$ cat src/rtl/hazard_detect_unit.sv
// rtl/hazard_detect_unit.sv - RAW hazard flags, load-use stall, redirect flush and event counters
module hazard_detect_unit #(
    parameter int CNT_W = 32
) (
    input  logic             clk,
    input  logic             rst_n,
    input  logic             id_valid,
    input  logic [4:0]       id_rR1,
    input  logic [4:0]       id_rR2,
    input  logic             id_re1,
    input  logic             id_re2,
    input  logic             id_we,
    input  logic [4:0]       id_wR,
    input  logic             id_is_load,
    input  logic             ex_redirect,
    output logic             RAW_A_rR1,
    output logic             RAW_A_rR2,
    output logic             RAW_B_rR1,
    output logic             RAW_B_rR2,
    output logic             RAW_C_rR1,
    output logic             RAW_C_rR2,
    output logic             stall_pc,
    output logic             stall_if_id,
    output logic             flush_if_id,
    output logic             flush_id_ex,
    output logic [CNT_W-1:0] stall_cnt,
    output logic [CNT_W-1:0] flush_cnt
);

    // EX slot (the only slot that needs the load marker)
    logic             ex_v_q,  ex_v_d;
    logic             ex_we_q, ex_we_d;
    logic [4:0]       ex_wr_q, ex_wr_d;
    logic             ex_ld_q, ex_ld_d;
    // MEM slot
    logic             mem_v_q,  mem_v_d;
    logic             mem_we_q, mem_we_d;
    logic [4:0]       mem_wr_q, mem_wr_d;
    // WB slot
    logic             wb_v_q,  wb_v_d;
    logic             wb_we_q, wb_we_d;
    logic [4:0]       wb_wr_q, wb_wr_d;
    // event counters
    logic [CNT_W-1:0] stall_cnt_q, stall_cnt_d;
    logic [CNT_W-1:0] flush_cnt_q, flush_cnt_d;

    logic ex_m1, ex_m2, mem_m1, mem_m2, wb_m1, wb_m2;
    logic load_use;

    localparam logic [CNT_W-1:0] CNT_ONE = {{(CNT_W-1){1'b0}}, 1'b1};

    // Source/slot matching: a slot only counts if it is live, writes, and targets a non-x0 register
    always_comb begin
        ex_m1  = ex_v_q  & ex_we_q  & (ex_wr_q  != 5'd0) & (ex_wr_q  == id_rR1) & id_re1 & id_valid;
        ex_m2  = ex_v_q  & ex_we_q  & (ex_wr_q  != 5'd0) & (ex_wr_q  == id_rR2) & id_re2 & id_valid;
        mem_m1 = mem_v_q & mem_we_q & (mem_wr_q != 5'd0) & (mem_wr_q == id_rR1) & id_re1 & id_valid;
        mem_m2 = mem_v_q & mem_we_q & (mem_wr_q != 5'd0) & (mem_wr_q == id_rR2) & id_re2 & id_valid;
        wb_m1  = wb_v_q  & wb_we_q  & (wb_wr_q  != 5'd0) & (wb_wr_q  == id_rR1) & id_re1 & id_valid;
        wb_m2  = wb_v_q  & wb_we_q  & (wb_wr_q  != 5'd0) & (wb_wr_q  == id_rR2) & id_re2 & id_valid;
        load_use = (ex_m1 | ex_m2) & ex_ld_q;
    end

    // Hazard outputs; redirect wins over load-use, and everything is held low during reset
    always_comb begin
        RAW_A_rR1   = ex_m1 & ~ex_ld_q;
        RAW_A_rR2   = ex_m2 & ~ex_ld_q;
        RAW_B_rR1   = mem_m1;
        RAW_B_rR2   = mem_m2;
        RAW_C_rR1   = wb_m1;
        RAW_C_rR2   = wb_m2;
        stall_pc    = 1'b0;
        stall_if_id = 1'b0;
        flush_if_id = 1'b0;
        flush_id_ex = 1'b0;
        if (ex_redirect) begin
            flush_if_id = 1'b1;
            flush_id_ex = 1'b1;
        end else if (load_use) begin
            stall_pc    = 1'b1;
            stall_if_id = 1'b1;
            flush_id_ex = 1'b1;
        end
        if (!rst_n) begin
            flush_if_id = 1'b0;
            flush_id_ex = 1'b0;
        end
        stall_cnt = stall_cnt_q;
        flush_cnt = flush_cnt_q;
    end

    // Next slot contents and saturating counter updates
    always_comb begin
        mem_v_d  = ex_v_q;
        mem_we_d = ex_we_q;
        mem_wr_d = ex_wr_q;
        wb_v_d   = mem_v_q;
        wb_we_d  = mem_we_q;
        wb_wr_d  = mem_wr_q;
        ex_v_d   = id_valid;
        ex_we_d  = id_we;
        ex_wr_d  = id_wR;
        ex_ld_d  = id_is_load;
        if (flush_id_ex) begin
            ex_v_d  = 1'b0;
            ex_we_d = 1'b0;
            ex_wr_d = 5'd0;
            ex_ld_d = 1'b0;
        end
        stall_cnt_d = stall_cnt_q;
        flush_cnt_d = flush_cnt_q;
        if (load_use && !ex_redirect && !(&stall_cnt_q)) begin
            stall_cnt_d = stall_cnt_q + CNT_ONE;
        end
        if (ex_redirect && !(&flush_cnt_q)) begin
            flush_cnt_d = flush_cnt_q + CNT_ONE;
        end
    end

    // Slot and counter registers, cleared asynchronously
    always_ff @(posedge clk or negedge rst_n) begin
        if (!rst_n) begin
            ex_v_q      <= 1'b0;
            ex_we_q     <= 1'b0;
            ex_wr_q     <= 5'd0;
            ex_ld_q     <= 1'b0;
            mem_v_q     <= 1'b0;
            mem_we_q    <= 1'b0;
            mem_wr_q    <= 5'd0;
            wb_v_q      <= 1'b0;
            wb_we_q     <= 1'b0;
            wb_wr_q     <= 5'd0;
            stall_cnt_q <= '0;
            flush_cnt_q <= '0;
        end else begin
            ex_v_q      <= ex_v_d;
            ex_we_q     <= ex_we_d;
            ex_wr_q     <= ex_wr_d;
            ex_ld_q     <= ex_ld_d;
            mem_v_q     <= mem_v_d;
            mem_we_q    <= mem_we_d;
            mem_wr_q    <= mem_wr_d;
            wb_v_q      <= wb_v_d;
            wb_we_q     <= wb_we_d;
            wb_wr_q     <= wb_wr_d;
            stall_cnt_q <= stall_cnt_d;
            flush_cnt_q <= flush_cnt_d;
        end
    end

endmodule

$ cat config.mk
export PLATFORM = sky130hd
export DESIGN_NAME = hazard_detect_unit
export DESIGN_NICKNAME = d
export VERILOG_FILES = /design/src/rtl/hazard_detect_unit.sv
export SDC_FILE = /design/constraint.sdc
export NUM_CORES = 1
export LEC_CHECK = 0
export ABC_AREA = 1
export CORE_MARGIN = 5
export CORE_UTILIZATION = 45
export CTS_CLUSTER_DIAMETER = 30
export DETAILED_ROUTE_END_ITERATION = 16
export PLACE_DENSITY = 0.71
export SLEW_MARGIN = 15
export SYNTH_ARGS = -nofsm -noshare
export SYNTH_HDL_FRONTEND = slang
export SYNTH_SLANG_ARGS = --single-unit
$ cat constraint.sdc
create_clock -name clk -period 3.2 [get_ports clk]
set_input_delay 0.96 -clock clk [delete_from_list [all_inputs] [get_ports clk]]
set_output_delay 0.96 -clock clk [all_outputs]
set_load 0.01 [all_outputs]
==> summary.txt, run 1 <==
Power and ir drop
  – P_int: 2120 uW
  – Sw Pwr: 684 uW
  – LEAKAGE: 0.00317 uW
  – Peak VDD IR: 0.268 mV
  – Cell Pwr Density: 414 nW/um^2
  – Sw Share: 24.4%
  – Clock power share: 42.3%
  – Power share of the combinational group: 13.5%
  – Seq pwr share: 44.2%

Routing
  – # DRC: 0
  – Met3 WL: 649 um
  – Top Layer Used: met4
  – Met1 WL: 6.29 mm
  – WL/cell: 14.1 um
  – Post-route ant nets: 0
  – Via count: 4987
  – Drt pass-1 iters: 5
  – Met2 wire length: 6.96 mm
  – 1st-iter DRT viols: 274
  – WL final: 14.1 mm
  – DR vias/cell: 4.99

Status
  – Outcome: finished, final reports clean

Cells and area
  – Share of layout cells above drive strength 1: 13.1%
  – Nets: 877
  – Register area: 2150 um^2
  – End-of-flow core utilization: 60.1%
  – Multi-input logic area: 2550 um^2
  – Post-route cell area: 6770 um^2
  – Ant diodes: 0
  – Layout area overhead: 32.6%
  – Filler cells: 1050

Floorplanning
  – Core box area: 11300 um^2
  – Die area: 13600 um^2
  – IO Count: 97
  – Starting Density: 45.3%
  – Std-Cell Rows: 39
  – Die width: 117 um
  – DIE HEIGHT: 117 um

Timing
  – Final setup vio count: 0
  – Clock Skew: 0.00974 ns
  – Least-Margin Pin Slew: 0.642 ns
  – Final worst path period need: 3.10 ns
  – Hold slack: 0.386 ns
  – Unrepaired setup endpoints after global routing: no
  – Setup TNS: 0 ns
  – Final Cycle Share: 97.0%
  – Slew margin rel.: 57.2%
  – Final hold vios: 0
  – Max Clock Freq: 322 MHz
  – Setup ws final: 0.0955 ns
  – Slew Limit Fails: 0

Synthesis
  – Top FF cell, synth: dfrtp_1
  – Post-Syn Area: 5110 um^2
  – Syn nets: 744
  – Register area share after synthesis: 42.1%
  – Leading area contributor after synthesis: dfrtp_1
  – Yosys reg bits: 86
  – Most area-consuming cells after synthesis: dfrtp_1, nand2_1, nor2_1
  – Post-synth EDFFs: 0
  – Yosys top cell area share: 42.1%
  – Syn Area/Cell: 7.11 um^2
  – Post-synthesis cell type count: 32
  – Syn Inst Count: 719
  – Async SR Flop Fraction: 100%
  – YS warnings: 0

Hold path
  – Hold Startpoint: ex_v_q
  – Hold Path Cell Cnt: 0
  – Hold Crit Class: reg2reg
  – Hold Path End: mem_v_q

Setup path
  – R2r startpoint: ex_wr_q[3]
  – Crit Path Class: in2out
  – CP max-delay cell: clkdlybuf4s15_2
  – Worst-path cell chain: clkdlybuf4s15_1 > inv_1 > buf_4 > o22ai_1 > a21oi_1 > nand2_1 > nor4_1 > clkdlybuf4s15_2
  – CP delay by family, top: buffers and inverters
  – Reg2reg end: stall_cnt[1]
  – R2R cell count: 21
  – CP Buf/Inv Count: 4
  – CP arrival: 2.14 ns
  – Flop-to-flop setup slack: 0.39 ns
  – Element type at the critical path end: output pin
  – Crit path launch type: input pin
  – Slowest stage delay, CP: 0.26 ns
  – WP data required: 2.24 ns
  – Crit-path max FO: 4

Global routing
  – Largest net degree at the start of global routing: 58
  – Vias in the first global route: 4954
  – Final global-route overflow total: 0
  – GR Util All Layers: 21.3%
  – Initial antenna violation count: 0
  – First-pass GRT wire length: 23.0 mm

Flow run
  – Max Cap Viol: 0

Clock tree
  – CTS tree: built
  – Clock buffer depth: 2
  – Htree depth: 3
  – Worst-Skew Late Latency: 0.34 ns
  – CTS Root Cell: clkbuf_16
  – CTS clk-pin slew, worst paths: 0.05 ns
  – Cts bufs inserted: 9
  – TritonCTS Sinks: 86

Placement
  – RD Place Congestion: 0.913
  – Port Buffer Count: 96
  – Area after DPL: 6340 um^2
  – Dpl hpwl: 10.5 mm
  – Placement Setup Slack: -0.643 ns
[sequential cells by signal, summed over array words and instances (netlist names)]
signal	flops
ex_ld_q	1
ex_v_q	1
ex_wr_q	5
mem_wr_q	5
wb_wr_q	5
wb_we_q	1
mem_v_q	1
wb_v_q	1
stall_cnt	32
mem_we_q	1
ex_we_q	1
flush_cnt	32
[timing repair]
item / 4_1_cts / 5_1_grt
endpoints found under the setup margin: 10 / 11
setup buffers: 13 / 2
gates resized for setup: 50 / 29
hold buffers: 0 / 0
pin swaps: 8 / 8
[final cells by class]
cell class / count / share of cell area [%]
clock inverters: 4 / 1.40
repair buffers: 137 / 17.9
multi-input cells: 526 / 37.6
flip-flops and latches: 86 / 31.8
well taps: 143 / 2.64
clock buffers: 11 / 3.58
inverters: 92 / 5.10
[metal layers]
metal	vias up	GRT usage, %
met3	19	3.99
met1	2318	27.9
met5	-	0
met2	129	35.9
met4	0	6.96
li1	2521	-
[stage by stage]
step | std cells | power (uW)
after floorplan | 719 | 1410
after global placement | 969 | 1640
after detailed placement | 969 | 1640
after CTS | 997 | 2830
after global routing | 999 | 2930
final | 999 | 2800
[Yosys cell counts, types with 2 or more instances]
cell type	instances
a21oi_1	7
and2_1	4
buf_2	6
buf_4	2
buf_6	5
clkbuf_1	2
dfrtp_1	86
ha_1	2
inv_1	80
inv_2	12
nand2_1	227
nand3_1	35
nand3_2	2
nand3b_1	3
nand4_1	20
nor2_1	106
nor2_2	3
nor3_1	18
nor3_2	4
nor4_1	4
o21ai_0	18
o21ai_1	19
o22ai_1	3
xnor2_1	21
xor2_1	23
[worst reg2reg max path, delay by kind of cell, from the launching register on]
family	cells	cell delay [ns]
buffers and inverters	13	1.53
flip-flops	1	0.49
AND/OR/NAND/NOR	8	0.73
[cell usage in the layout, fill, tap and decap left out, types with 17 or more instances in the layout]
| cell type | instances |
|---|---|
| nand3_1 | 33 |
| xnor2_1 | 21 |
| nor2_1 | 101 |
| o21ai_1 | 19 |
| dfrtp_1 | 86 |
| o21ai_0 | 18 |
| inv_1 | 77 |
| clkdlybuf4s50_1 | 72 |
| xor2_1 | 23 |
| buf_4 | 41 |
| nand2_1 | 224 |
| nor3_1 | 17 |
| nand4_1 | 20 |
[power by group through the flow]
stage | registers, uW | logic (uW) | clock network (uW)
3_5_place_dp | 1260 | 383 | 0
3_3_place_gp | 1260 | 379 | 0
6_report | 1240 | 378 | 1180
2_1_floorplan | 1250 | 159 | 0
4_1_cts | 1240 | 380 | 1210
5_1_grt | 1250 | 416 | 1270
[worst max path at each step]
| stage | from | end | slack, ns | cells after the start |
|---|---|---|---|---|
| 2_1_floorplan | id_rR2[2] | flush_id_ex | 0.36 | 9 |
| 3_3_place_gp | id_rR2[3] | flush_id_ex | -0.63 | 10 |
| 3_5_place_dp | id_valid | flush_id_ex | -0.64 | 10 |
| 4_1_cts | id_valid | stall_pc | 0.02 | 10 |
| 5_1_grt | id_rR1[0] | flush_id_ex | 0.01 | 10 |
| 6_report | id_rR1[0] | RAW_B_rR1 | 0.1 | 8 |
[kinds of logic (layout without fill, tap and decap cells)]
family          count (synthesis)  in the layout  share of synthesized area [%]
simple gates                  428            428                           35.4
buf+inv                       107            244                           8.89
flops                          86             86                           42.1
compound gates                 52             52                           5.54
xor+xnor                       44             44                           7.54
fa+ha+maj                       2              2                          0.490
Note: power is estimated with default switching activity, not from simulation.
==> run 2, diff against run 1 <==
--- a/config.mk
+++ b/config.mk
@@ -8,10 +8,12 @@
 export ABC_AREA = 1
 export CORE_MARGIN = 5
 export CORE_UTILIZATION = 45
+export CTS_BUF_LIST = sky130_fd_sc_hd__clkbuf_8
 export CTS_CLUSTER_DIAMETER = 30
 export DETAILED_ROUTE_END_ITERATION = 16
 export PLACE_DENSITY = 0.71
-export SLEW_MARGIN = 15
+export SETUP_SLACK_MARGIN = 0.05
+export SLEW_MARGIN = 20
 export SYNTH_ARGS = -nofsm -noshare
 export SYNTH_HDL_FRONTEND = slang
 export SYNTH_SLANG_ARGS = --single-unit
==> summary.txt, run 2 (synthesized netlist as in run 1, its figures left out) <==
Status
  – Outcome: finished, final reports clean

Clock tree
  – Htree depth: 3
  – Cts bufs inserted: 9
  – CTS Root Cell: clkbuf_8
  – CTS clk-pin slew, worst paths: 0.07 ns
  – TritonCTS Sinks: 86
  – CTS tree: built
  – Clock buffer depth: 2
  – Worst-Skew Late Latency: 0.35 ns

Power and ir drop
  – Cell Pwr Density: 378 nW/um^2
  – LEAKAGE: 0.00313 uW
  – Peak VDD IR: 0.238 mV
  – Total power after layout: 2520 uW

Setup path
  – R2R cell count: 22
  – R2r startpoint: ex_wr_q[3]
  – Element type at the critical path end: flip-flop
  – WP data required: 3.49 ns
  – CP arrival: 3.37 ns
  – Crit Path Class: in2reg
  – Reg2reg end: stall_cnt[1]
  – Flop-to-flop setup slack: 0.29 ns
  – Crit-path max FO: 4
  – Crit path launch type: input pin

Timing
  – Unrepaired setup endpoints after global routing: yes
  – Final Cycle Share: 96.2%
  – Final worst path period need: 3.08 ns
  – Clock Skew: 0.0145 ns
  – Slew Limit Fails: 0
  – Least-Margin Pin Slew: 0.637 ns
  – Final hold vios: 0
  – Slew margin rel.: 57.5%
  – Hold slack: 0.399 ns
  – Max Clock Freq: 325 MHz
  – Final setup vio count: 0
  – Setup TNS: 0 ns

Cells and area
  – Nets: 877
  – Ant diodes: 0
  – Final Instance Count excl. Fillers: 999
  – Commonest non-fill, non-tap cell in the layout: nand2_1
  – Share of layout cells above drive strength 1: 13.4%
  – Commonest non-fill, non-tap cells in the layout: nand2_1, nor2_1, dfrtp_1
  – Layout area overhead: 30.4%

Global routing
  – M3 GR Usage: 4.04%
  – Initial antenna violation count: 0
  – GR Util All Layers: 21.0%
  – Final global-route overflow total: 0
  – Met1 Usage GRT: 27.5%
  – Met2 Track Usage GR: 35.4%
  – Vias in the first global route: 4911
  – Largest net degree at the start of global routing: 58
  – First-pass GRT wire length: 22.8 mm
  – Grt peak-use layer: met2

Hold path
  – Hold Crit Class: reg2reg
  – Hold Path End: wb_v_q
  – Hold Path Cell Cnt: 0
  – Hold Startpoint: mem_v_q

Placement
  – Port Buffer Count: 96
  – RD Place Congestion: 0.913
  – Dpl hpwl: 10.5 mm
  – Placed insts: 969

Routing
  – Post-route ant nets: 0
  – 1st-iter DRT viols: 307
  – WL final: 13.9 mm
  – Drt pass-1 iters: 5
  – DR vias/cell: 4.96
  – WL/cell: 13.9 um
  – # DRC: 0
  – Via count: 4953

Floorplanning
  – Starting Density: 45.3%
  – DIE HEIGHT: 117 um
  – Core box area: 11300 um^2
  – IO Count: 97
  – Die area: 13600 um^2
  – Die width: 117 um
  – Std-Cell Rows: 39

Flow run
  – Max Cap Viol: 0
## run 2: cell count changes in the layout (fill, tap and decap cells not counted), sizes merged
| cell | previous run | this run |
|---|---|---|
| dlygate4sd2 | 5 | 1 |
| inv | 92 | 93 |
| buf | 46 | 49 |
## run 2: how the worst max path moves through the flow
stage,endpoint,slack (ns),from
floorplan,flush_id_ex,0.36,id_rR2[2]
global placement,flush_id_ex,-0.63,id_rR2[3]
detailed placement,flush_id_ex,-0.64,id_valid
CTS,stall_cnt[1],0.03,id_rR2[1]
global route,stall_cnt[1],0.01,id_rR2[1]
finish,stall_cnt[1],0.12,id_rR2[1]
## run 2: where the power goes
part / switching (uW) / leakage, uW / internal [uW]
registers: 87.8 / 0.00115 / 1150
clock network: 376 / 0.000124 / 532
logic: 189 / 0.00186 / 187
total: 653 / 0.00313 / 1870
## run 2: per-stage QoR
step,util [%],setup slack (ns),cell area (um^2)
floorplan,-,0.361,5110
global placement,56.3,-0.630,6340
detailed placement,56.3,-0.643,6340
CTS,59.3,0.0278,6680
global route,59.1,0.0148,6660
finish,59.1,0.122,6660
## run 2: layout make-up
class                   instances  area (um^2)
well taps                     143          179
fillers                      1056         4610
multi-input cells             526         2540
clock inverters                 5         98.8
repair buffers                137         1210
flip-flops and latches         86         2150
inverters                      92          348
clock buffers                  10          138
## run 2: critical path: stages
cell	delay (ns)
clkbuf_2	0.13
inv_1	0.06
nor2_1	0.09
nor2_1	0.06
nand2_1	0.06
nor2_1	0.04
nand3_1	0.10
nand2_2	0.09
buf_6	0.12
buf_4	0.12
buf_4	0.12
buf_4	0.12
buf_4	0.12
buf_4	0.12
buf_4	0.12
buf_4	0.12
buf_4	0.12
buf_4	0.12
buf_4	0.12
buf_4	0.12
buf_4	0.12
nand4_1	0.09
nand2_1	0.06
nand2_1	0.06
## run 2: metal layers
metal | up-vias | routed length (um)
li1 | 2520 | -
met1 | 2299 | 6160
met2 | 120 | 6880
met3 | 14 | 687
met4 | 0 | 199
met5 | - | 0
## run 2: repair_timing
action	CTS	global route
endpoints found under the hold margin	0	0
hold buffers	0	0
gates resized for setup	51	43
setup buffers	14	1
cloned	0	0
endpoints found under the setup margin	10	11
pin swaps	8	16
